**src/rtl/nios_arb_pkg.sv**
```systemverilog
// Shared types and constants for the nios_2 unified-memory arbiter.
package nios_arb_pkg;

    typedef enum logic [1:0] {
        OWN_NONE = 2'd0,
        OWN_IF   = 2'd1,
        OWN_DM   = 2'd2
    } owner_t;

    localparam int MEM_LAT_MAX = 4;
    localparam int ADDR_W_DEF  = 32;
    localparam int DATA_W_DEF  = 32;

endpackage

```
**src/rtl/nios_mem_arbiter_if.sv**
```systemverilog
// Fetch, load/store and memory-macro signals seen by the arbiter.
// slave = arbiter side, master = core/memory side.
interface nios_mem_arbiter_if #(
    parameter int ADDR_W = 32,
    parameter int DATA_W = 32
);
    logic              if_req_i;
    logic [ADDR_W-1:0] if_addr_i;
    logic              if_gnt_o;
    logic              if_rvalid_o;
    logic [DATA_W-1:0] if_rdata_o;

    logic              dm_req_i;
    logic              dm_we_i;
    logic [ADDR_W-1:0] dm_addr_i;
    logic [DATA_W-1:0] dm_wdata_i;
    logic              dm_gnt_o;
    logic              dm_rvalid_o;
    logic [DATA_W-1:0] dm_rdata_o;

    logic              mem_en_o;
    logic              mem_we_o;
    logic [ADDR_W-1:0] mem_addr_o;
    logic [DATA_W-1:0] mem_wdata_o;
    logic [DATA_W-1:0] mem_rdata_i;

    modport slave (
        input  if_req_i, if_addr_i, dm_req_i, dm_we_i, dm_addr_i, dm_wdata_i, mem_rdata_i,
        output if_gnt_o, if_rvalid_o, if_rdata_o, dm_gnt_o, dm_rvalid_o, dm_rdata_o,
        output mem_en_o, mem_we_o, mem_addr_o, mem_wdata_o
    );

    modport master (
        output if_req_i, if_addr_i, dm_req_i, dm_we_i, dm_addr_i, dm_wdata_i, mem_rdata_i,
        input  if_gnt_o, if_rvalid_o, if_rdata_o, dm_gnt_o, dm_rvalid_o, dm_rdata_o,
        input  mem_en_o, mem_we_o, mem_addr_o, mem_wdata_o
    );

endinterface

```
**src/rtl/nios_arb_tag_pipe.sv**
```systemverilog
// Fixed-depth owner-tag delay line matching the memory read latency.
module nios_arb_tag_pipe
    import nios_arb_pkg::*;
#(
    parameter int DEPTH = 1
) (
    input  logic   clk,
    input  logic   rst,
    input  owner_t tag_in,
    output owner_t tag_out
);

    owner_t stage [DEPTH];

    always_ff @(posedge clk) begin
        if (rst) begin
            for (int i = 0; i < DEPTH; i++) stage[i] <= OWN_NONE;
        end else begin
            stage[0] <= tag_in;
            for (int i = 1; i < DEPTH; i++) stage[i] <= stage[i-1];
        end
    end

    assign tag_out = stage[DEPTH-1];

endmodule

```
**src/rtl/nios_mem_arbiter.sv**
```systemverilog
// Single-port memory arbiter between nios_2 fetch and load/store ports.
// Define ARB_ROUND_ROBIN_EN for round-robin; default is data-over-fetch with starvation guard.
module nios_mem_arbiter
    import nios_arb_pkg::*;
#(
    parameter int ADDR_W     = ADDR_W_DEF,
    parameter int DATA_W     = DATA_W_DEF,
    parameter int MEM_LAT    = 1,
    parameter int STARVE_MAX = 8
) (
    input logic               clk,
    input logic               rst,
    nios_mem_arbiter_if.slave bus
);

    logic              if_gnt;
    logic              dm_gnt;
    logic              win_we;
    logic [ADDR_W-1:0] win_addr;
    logic [DATA_W-1:0] win_wdata;
    owner_t            tag_in;
    owner_t            tag_out;

`ifdef ARB_ROUND_ROBIN_EN
    // Set means fetch gets the tie next; flips only on grant cycles.
    logic prefer_if;

    always_ff @(posedge clk) begin
        if (rst)         prefer_if <= 1'b1;
        else if (if_gnt) prefer_if <= 1'b0;
        else if (dm_gnt) prefer_if <= 1'b1;
    end

    always_comb begin
        if_gnt = 1'b0;
        dm_gnt = 1'b0;
        if (!rst) begin
            if (bus.if_req_i && (prefer_if || !bus.dm_req_i)) if_gnt = 1'b1;
            else if (bus.dm_req_i)                             dm_gnt = 1'b1;
        end
    end
`else
    localparam int CNT_W = $clog2(STARVE_MAX + 1);

    logic [CNT_W-1:0] starve_cnt;
    logic             force_if;

    assign force_if = bus.if_req_i && (starve_cnt == CNT_W'(STARVE_MAX));

    always_ff @(posedge clk) begin
        if (rst)                                                  starve_cnt <= '0;
        else if (if_gnt)                                          starve_cnt <= '0;
        else if (bus.if_req_i && starve_cnt != CNT_W'(STARVE_MAX)) starve_cnt <= starve_cnt + 1'b1;
    end

    always_comb begin
        if_gnt = 1'b0;
        dm_gnt = 1'b0;
        if (!rst) begin
            if (force_if)          if_gnt = 1'b1;
            else if (bus.dm_req_i) dm_gnt = 1'b1;
            else if (bus.if_req_i) if_gnt = 1'b1;
        end
    end
`endif

    // Winner's payload onto the memory bus; stores never get a response tag.
    always_comb begin
        win_we    = 1'b0;
        win_addr  = '0;
        win_wdata = '0;
        tag_in    = OWN_NONE;
        if (if_gnt) begin
            win_addr = bus.if_addr_i;
            tag_in   = OWN_IF;
        end else if (dm_gnt) begin
            win_we    = bus.dm_we_i;
            win_addr  = bus.dm_addr_i;
            win_wdata = bus.dm_wdata_i;
            tag_in    = bus.dm_we_i ? OWN_NONE : OWN_DM;
        end
    end

    nios_arb_tag_pipe #(.DEPTH(MEM_LAT)) u_tag_pipe (
        .clk     (clk),
        .rst     (rst),
        .tag_in  (tag_in),
        .tag_out (tag_out)
    );

    assign bus.if_gnt_o    = if_gnt;
    assign bus.dm_gnt_o    = dm_gnt;
    assign bus.mem_en_o    = if_gnt | dm_gnt;
    assign bus.mem_we_o    = win_we;
    assign bus.mem_addr_o  = win_addr;
    assign bus.mem_wdata_o = win_wdata;

    assign bus.if_rvalid_o = !rst && (tag_out == OWN_IF);
    assign bus.dm_rvalid_o = !rst && (tag_out == OWN_DM);
    assign bus.if_rdata_o  = bus.mem_rdata_i;
    assign bus.dm_rdata_o  = bus.mem_rdata_i;

endmodule

```
**src/flat_wrapper.sv**
```systemverilog
// flat-port wrapper written by rule: the top's interface ports become plain ports
module nios_mem_arbiter_flat import nios_arb_pkg::*;
#(
    parameter int ADDR_W     = ADDR_W_DEF,
    parameter int DATA_W     = DATA_W_DEF,
    parameter int MEM_LAT    = 1,
    parameter int STARVE_MAX = 8
)
  (clk, rst, bus_if_req_i, bus_if_addr_i, bus_dm_req_i, bus_dm_we_i, bus_dm_addr_i, bus_dm_wdata_i, bus_mem_rdata_i, bus_if_gnt_o, bus_if_rvalid_o, bus_if_rdata_o, bus_dm_gnt_o, bus_dm_rvalid_o, bus_dm_rdata_o, bus_mem_en_o, bus_mem_we_o, bus_mem_addr_o, bus_mem_wdata_o);
  nios_mem_arbiter_if #(.ADDR_W(ADDR_W), .DATA_W(DATA_W)) bus_i ();
  input logic clk;
  input logic rst;
  input wire logic [$bits(bus_i.if_req_i)-1:0] bus_if_req_i;
  input wire logic [$bits(bus_i.if_addr_i)-1:0] bus_if_addr_i;
  input wire logic [$bits(bus_i.dm_req_i)-1:0] bus_dm_req_i;
  input wire logic [$bits(bus_i.dm_we_i)-1:0] bus_dm_we_i;
  input wire logic [$bits(bus_i.dm_addr_i)-1:0] bus_dm_addr_i;
  input wire logic [$bits(bus_i.dm_wdata_i)-1:0] bus_dm_wdata_i;
  input wire logic [$bits(bus_i.mem_rdata_i)-1:0] bus_mem_rdata_i;
  output wire logic [$bits(bus_i.if_gnt_o)-1:0] bus_if_gnt_o;
  output wire logic [$bits(bus_i.if_rvalid_o)-1:0] bus_if_rvalid_o;
  output wire logic [$bits(bus_i.if_rdata_o)-1:0] bus_if_rdata_o;
  output wire logic [$bits(bus_i.dm_gnt_o)-1:0] bus_dm_gnt_o;
  output wire logic [$bits(bus_i.dm_rvalid_o)-1:0] bus_dm_rvalid_o;
  output wire logic [$bits(bus_i.dm_rdata_o)-1:0] bus_dm_rdata_o;
  output wire logic [$bits(bus_i.mem_en_o)-1:0] bus_mem_en_o;
  output wire logic [$bits(bus_i.mem_we_o)-1:0] bus_mem_we_o;
  output wire logic [$bits(bus_i.mem_addr_o)-1:0] bus_mem_addr_o;
  output wire logic [$bits(bus_i.mem_wdata_o)-1:0] bus_mem_wdata_o;
  assign bus_i.if_req_i = bus_if_req_i;
  assign bus_i.if_addr_i = bus_if_addr_i;
  assign bus_i.dm_req_i = bus_dm_req_i;
  assign bus_i.dm_we_i = bus_dm_we_i;
  assign bus_i.dm_addr_i = bus_dm_addr_i;
  assign bus_i.dm_wdata_i = bus_dm_wdata_i;
  assign bus_i.mem_rdata_i = bus_mem_rdata_i;
  assign bus_if_gnt_o = bus_i.if_gnt_o;
  assign bus_if_rvalid_o = bus_i.if_rvalid_o;
  assign bus_if_rdata_o = bus_i.if_rdata_o;
  assign bus_dm_gnt_o = bus_i.dm_gnt_o;
  assign bus_dm_rvalid_o = bus_i.dm_rvalid_o;
  assign bus_dm_rdata_o = bus_i.dm_rdata_o;
  assign bus_mem_en_o = bus_i.mem_en_o;
  assign bus_mem_we_o = bus_i.mem_we_o;
  assign bus_mem_addr_o = bus_i.mem_addr_o;
  assign bus_mem_wdata_o = bus_i.mem_wdata_o;
  nios_mem_arbiter #(.ADDR_W(ADDR_W), .DATA_W(DATA_W), .MEM_LAT(MEM_LAT), .STARVE_MAX(STARVE_MAX)) u_core (.clk(clk), .rst(rst), .bus(bus_i));
endmodule
```
**config.mk**
```make
export PLATFORM = sky130hd
export DESIGN_NAME = nios_mem_arbiter_flat
export DESIGN_NICKNAME = d
export VERILOG_FILES = /design/src/rtl/nios_arb_pkg.sv /design/src/rtl/nios_mem_arbiter_if.sv /design/src/rtl/nios_arb_tag_pipe.sv /design/src/rtl/nios_mem_arbiter.sv /design/src/flat_wrapper.sv
export SDC_FILE = /design/constraint.sdc
export NUM_CORES = 1
export LEC_CHECK = 0
export ABC_AREA = 1
export CORE_AREA = 4 4 101 103
export DETAILED_ROUTE_END_ITERATION = 8
export DIE_AREA = 0 0 105 107
export PLACE_DENSITY = 0.8
export SLEW_MARGIN = 25
export SYNTH_ARGS = -nofsm -noshare
export SYNTH_HDL_FRONTEND = slang
export SYNTH_SLANG_ARGS = --single-unit
```
**constraint.sdc**
```tcl
create_clock -name clk -period 1.45 [get_ports clk]
set_clock_uncertainty 0.15 [all_clocks]
set_input_delay 0.145 -clock clk [delete_from_list [all_inputs] [get_ports clk]]
set_output_delay 0.145 -clock clk [all_outputs]
set_load 0.01 [all_outputs]
```
; Yosys cells after proc, flatten, opt, wreduce, memory -nomap -nowiden
; Memories as Yosys holds them, arrays and structs flattened.
; Index checks and enable logic that the tools add are counted.
[word_totals]
ram_bits = 2
inputBits = 133
mem_count = 1
latchBits = 0
ff_bits = 4
rom_bits = 0
out_inout_bits = 134
[op_classes]
n_eq_ne = 4
shift = 0
n_mul = 0
bitwise_logic = 1
order_cmp = 0
reduce_logical = 7
div_mod_pow = 0
addsub = 1
muxes = 21
[memory_table]
columns = name, words, word_bits, read_ports, rd_ports_with_merged_regs, write_ports, line
row1 = u_core.u_tag_pipe.stage, 1, 2, 1, 0, 1, nios_arb_tag_pipe.sv:13  ; owner_t stage [DEPTH];
[op_table]
columns = operator, count
row1 = 2-to-1 mux 32 bit, 4
row2 = 2-to-1 mux 1 bit, 13
row3 = 2-to-1 mux 2 bit, 4
row4 = "adder 4 x 1 -> 4 bit, second input constant", 1
row5 = "equality test 4 bit, second input constant", 1
row6 = logical AND 1 bit, 4
row7 = "!= test 4 bit, second input constant", 1
row8 = OR reduction 2 bit, 2
row9 = "equality test 2 x 1 -> 1 bit, second input constant", 1
row10 = "equality test 2 bit, second input constant", 1
row11 = zero test 1 bit, 1
row12 = bitwise OR 1 bit, 1

; Longest topological paths before layout
[logic_depth]
ltp_word = 7
ltp_mapped = 8
ltp_nobuf = 7

; Hierarchy
; From an unflattened synthesis, not the netlist that was laid out.
[unflattened]
hier_cells = 292
area_unflattened_um2 = 1605.3
[modules_own_cells]
columns = mod, n_inst, area_per_inst_um2, cells_each
row1 = nios_mem_arbiter, 1, 1550.2, 286
row2 = nios_arb_tag_pipe, 1, 55.1, 6

; Worst setup path before layout
; OpenSTA, ideal clock, no wires.
[synth_path]
kind = flip-flop to output port
from = reg u_core.starve_cnt[0]
to = out bus_mem_addr_o[22]
stages_incl_launch_ff = 9
path_slack_ns = -0.086
required_time_ns = 1.155
arrival_ns = 1.241
cell_sequence = dfxtp_1 > inv_1 > ha_1 > nand4_4 > nand2_4 > inv_2 > buf_6 > nand2_1 > nand2_1
[synth_via]
elab_chain_cells = 6
elab_cells_between_ends = 8
classes_between = 1 x eq/ne / 6 x mux / 1 x reduce/logical
[synth_rtl]
columns = element, line
row1 = "start, declared", nios_mem_arbiter.sv:45  ; logic [CNT_W-1:0] starve_cnt;
row2 = "start signal, assigned", nios_mem_arbiter.sv:53  ; else if (bus.if_req_i && starve_cnt != CNT_W'(STARVE_MAX)) starve_cnt <= starve_cnt + 1'b1;
row3 = equality test 4 bit, nios_mem_arbiter.sv:48  ; assign force_if = bus.if_req_i && (starve_cnt == CNT_W'(STARVE_MAX));
row4 = logical AND 1 bit, nios_mem_arbiter.sv:48
row5 = 2-to-1 mux 1 bit, nios_mem_arbiter.sv:60  ; if (force_if) if_gnt = 1'b1;
row6 = 2-to-1 mux 1 bit, nios_mem_arbiter.sv:59  ; if (!rst) begin
row7 = via bus_dm_gnt_o, flat_wrapper.sv:23  ; output wire logic [$bits(bus_i.dm_gnt_o)-1:0] bus_dm_gnt_o;
row8 = 2-to-1 mux 32 bit, nios_mem_arbiter.sv:76  ; end else if (dm_gnt) begin
row9 = 2-to-1 mux 32 bit, nios_mem_arbiter.sv:73  ; if (if_gnt) begin
row10 = "end, declared", flat_wrapper.sv:28  ; output wire logic [$bits(bus_i.mem_addr_o)-1:0] bus_mem_addr_o;
; The timed path passes the listed nets, and every way through them passes these cells.

; Final worst setup path
[layout_path]
from = reg u_core.starve_cnt[1]
to = out bus_mem_addr_o[1]
[layout_via]
elab_chain_cells = 6
elab_cells_between_ends = 8
classes_between = 1 x eq/ne / 6 x mux / 1 x reduce/logical
[layout_rtl]
columns = element, line
row1 = equality test 4 bit *, nios_mem_arbiter.sv:48
row2 = logical AND 1 bit *, nios_mem_arbiter.sv:48
row3 = 2-to-1 mux 1 bit, nios_mem_arbiter.sv:60
row4 = 2-to-1 mux 1 bit, nios_mem_arbiter.sv:59
row5 = 2-to-1 mux 32 bit, nios_mem_arbiter.sv:76
row6 = 2-to-1 mux 32 bit *, nios_mem_arbiter.sv:73
; Mark *: on every way between the ends. The rest lies on a longest branch, timed or not.

==> impl_metrics.json <==
{
  "reg_to_reg_critical_path_startpoint": "u_core.starve_cnt[1]$_SDFFE_PP0P_",
  "yosys-top-cells-area": "buf_4, nand2_1, nand4_1, inv_1, nor2_1",
  "drcViolationCount": 0,
  "htree_levels": 1,
  "timing.reg2reg.setup_slack_ns": -0.04,
  "detailroute.via_count": 2273,
  "fp.coreArea_um2": 9196,
  "critPathRequiredTime_ns": 1.15,
  "synth_sequential_area_ratio": 0.07419,
  "capturing_element_of_the_worst_setup_path": "bus_mem_addr_o[1]",
  "cts-root-buf": "clkbuf_8",
  "start_util": 0.1761,
  "fmax_mhz": 558.7,
  "run_status": "finished, violations left",
  "routed_wire_length_per_instance_um": 14.91,
  "cts_tree": "yes",
  "min_path_cells": 0,
  "rr_worst_depth": 9,
  "max_cap_viols": 0,
  "die_w_um": 105,
  "detailed_place_hpwl_mm": 5.609,
  "clock-sinks": 6,
  "start_kind": "register",
  "ir_drop_mv": 0.2203,
  "hold_path_class": "primary input to primary output",
  "timing.critical_path.fanout_max": 11,
  "worstSkewPairLatency_ns": 0.22,
  "drtAntennaViolNets": 0,
  "hold_slack_ns": 0.1400,
  "design_area_um2": 3227,
  "routed_wl_mm": 7.796,
  "grt_antenna_before_repair": 0,
  "area.growth.synth_to_final_pct": 99.30,
  "largest_net_degree_at_the_start_of_global_routing": 35,
  "post_cts_hold_buffer_count": 0,
  "drt_pre_antenna_iters": 4,
  "grt-ovfl-total": 0,
  "number_of_warning_messages_in_the_yosys_log": 0,
  "synthDominantAreaCellType": "buf_4",
  "post_synth.cell_area_avg_um2": 5.602,
  "vias_per_cell": 4.346,
  "dp_slack_ns": -0.6762,
  "finish.cell_count_without_fillers": 523,
  "gp_congestion": 0.6892,
  "place_inst": 505,
  "clk_pin_slew_worst_paths_ns": 0.04,
  "n_antenna_cell": 0,
  "p_per_area_nw_per_um2": 386.8,
  "setup_viol": 70,
  "cp_data_arrival_time_ns": 1.49,
  "first_iter_violations": 113,
  "max-clock-path-buffers": 2,
  "hold_wc_startpoint": "bus_mem_rdata_i[22]",
  "post-route-min-period_ns": 1.790,
  "groute.usage.overall": 0.1275,
  "num_rows": 35,
  "number_of_register_bits_inferred_by_synthesis": 6,
  "grt_setup_unrepaired": "yes",
  "boundaryPins": 267,
  "violations": "setup timing",
  "io_buffers": 170,
  "postSynthNetCount": 424,
  "die_height_um": 107,
  "synth_top_cell_area_share": 0.3107,
  "final_net_count": 549,
  "detailed_place.area_um2": 3103,
  "power.static_leakage_nw": 1.708,
  "critical_path_type": "register to primary output",
  "setup_ws_ns": -0.3397,
  "slew_violations": 0,
  "cts_buffers": 3,
  "maxSlewHeadroom": 0.8112,
  "share_of_the_clock_period_used_by_the_worst_path_after_layout": 1.234,
  "timing_worst_slew_pin_value_ns": 0.2832,
  "totalNegativeSetupSlack_ns": -17.96,
  "synth_cell_type_count": 22,
  "first_global_vias": 2301,
  "synthesis.area_um2": 1619,
  "grt_pass1_wl_mm": 11.67,
  "finalHoldViolCount": 0,
  "dieArea_um2": 11240,
  "worstReg2RegEnd": "u_core.starve_cnt[0]$_SDFFE_PP0P_",
  "critical_path_source": "u_core.starve_cnt[1]$_SDFFE_PP0P_",
  "worstSetupEndpointType": "primary output",
  "postSynthCellCount": 289,
  "drive_above_1_share": 0.3471
}
==> layout by cell type (no fill, tap or decap), types with 3 or more instances in the layout <==
cell type        Yosys  layout
buf_2                7      59
nand3_1              5       5
clkdlybuf4s50_1      0      98
buf_16               0       4
clkbuf_8             0       3
buf_12               0      10
buf_6                3      13
nand2_2              1      20
buf_4               67      12
inv_2                2       3
nand2_4              1       5
inv_1               39      37
a21oi_1              5       3
nand4_1             32      32
dfxtp_1              6       4
nand2_1             73      50
nor2_1              37      36
==> synthesized netlist by cell type, drive strengths merged <==
cell and n:
o21bai 1, inv 41, clkbuf 1, a31oi 1, a21oi 5, nand4 33
buf 79, dfxtp 6, nand3 6, nor2 38, nor3 1, nand2 75
ha 2
==> routing by layer <==
layer | GRT usage | part of all wire | up-vias
li1 | - | - | 1085
met1 | 0.1328 | 0.35 | 968
met2 | 0.2356 | 0.48 | 190
met3 | 0.04576 | 0.14 | 30
met4 | 0.04499 | 0.027 | 0
met5 | 0 | 0 | -
==> state kept, by name (all words and copies together) (netlist names) <==
name                     cells
u_core.starve_cnt            4
u_core.u_tag_pipe.stage      2
==> worst max-delay path, cell delays in order, from the launching register on <==
cell and delay (ns):
dfxtp_2 0.32, inv_2 0.06, ha_4 0.16, nand3_4 0.09
nand2_4 0.10, buf_12 0.14, buf_6 0.11, nand4_1 0.06
nand2_1 0.09, buf_2 0.13
==> worst min path at each step <==
stage / endpoint
5_1_grt: bus_if_rdata_o[22]
3_5_place_dp: bus_dm_rdata_o[12]
3_3_place_gp: bus_dm_rdata_o[12]
6_report: bus_if_rdata_o[22]
2_1_floorplan: u_core.u_tag_pipe.stage[0][0]$_SDFF_PP0_
4_1_cts: bus_dm_rdata_o[12]
==> cell type report <==
type,instances,area (um^2)
sequential,6,122.6
timing repair buffer,200,1882
tap,111,138.9
inverter,41,161.4
fill,946,5969
multi-input combinational,162,880.8
clock buffer,3,41.29
==> power breakdown <==
part | switching [W] | total [W] | internal, W
Clock | 0.0000728 | 0.000251 | 0.000178
Combinational | 0.000331 | 0.000822 | 0.000491
Sequential | 0.00000320 | 0.000175 | 0.000172
==> kinds of logic after synthesis <==
logic type,Yosys count,share of synthesized area
buffers and inverters,121,0.4552
adders and majority gates,2,0.01545
DFF,6,0.07419
and+or+nand+nor,153,0.4312
AOI/OAI and AO/OA,7,0.02396
==> what timing repair did <==
action                                  4_1_cts  5_1_grt
resized for setup                           324        7
endpoints found under the setup margin       70       74
cloned                                        7        0
pin swaps                                    10        6
buffers inserted                              9        3
==> metrics by stage <==
stage / power [W] / util
after floorplan: 0.0006029 / -
after global placement: 0.0009444 / 0.3374
after detailed placement: 0.0009538 / 0.3374
after CTS: 0.001271 / 0.3512
after global routing: 0.001330 / 0.3509
final: 0.001248 / 0.3509
Note: power is estimated with default switching activity, not from simulation.
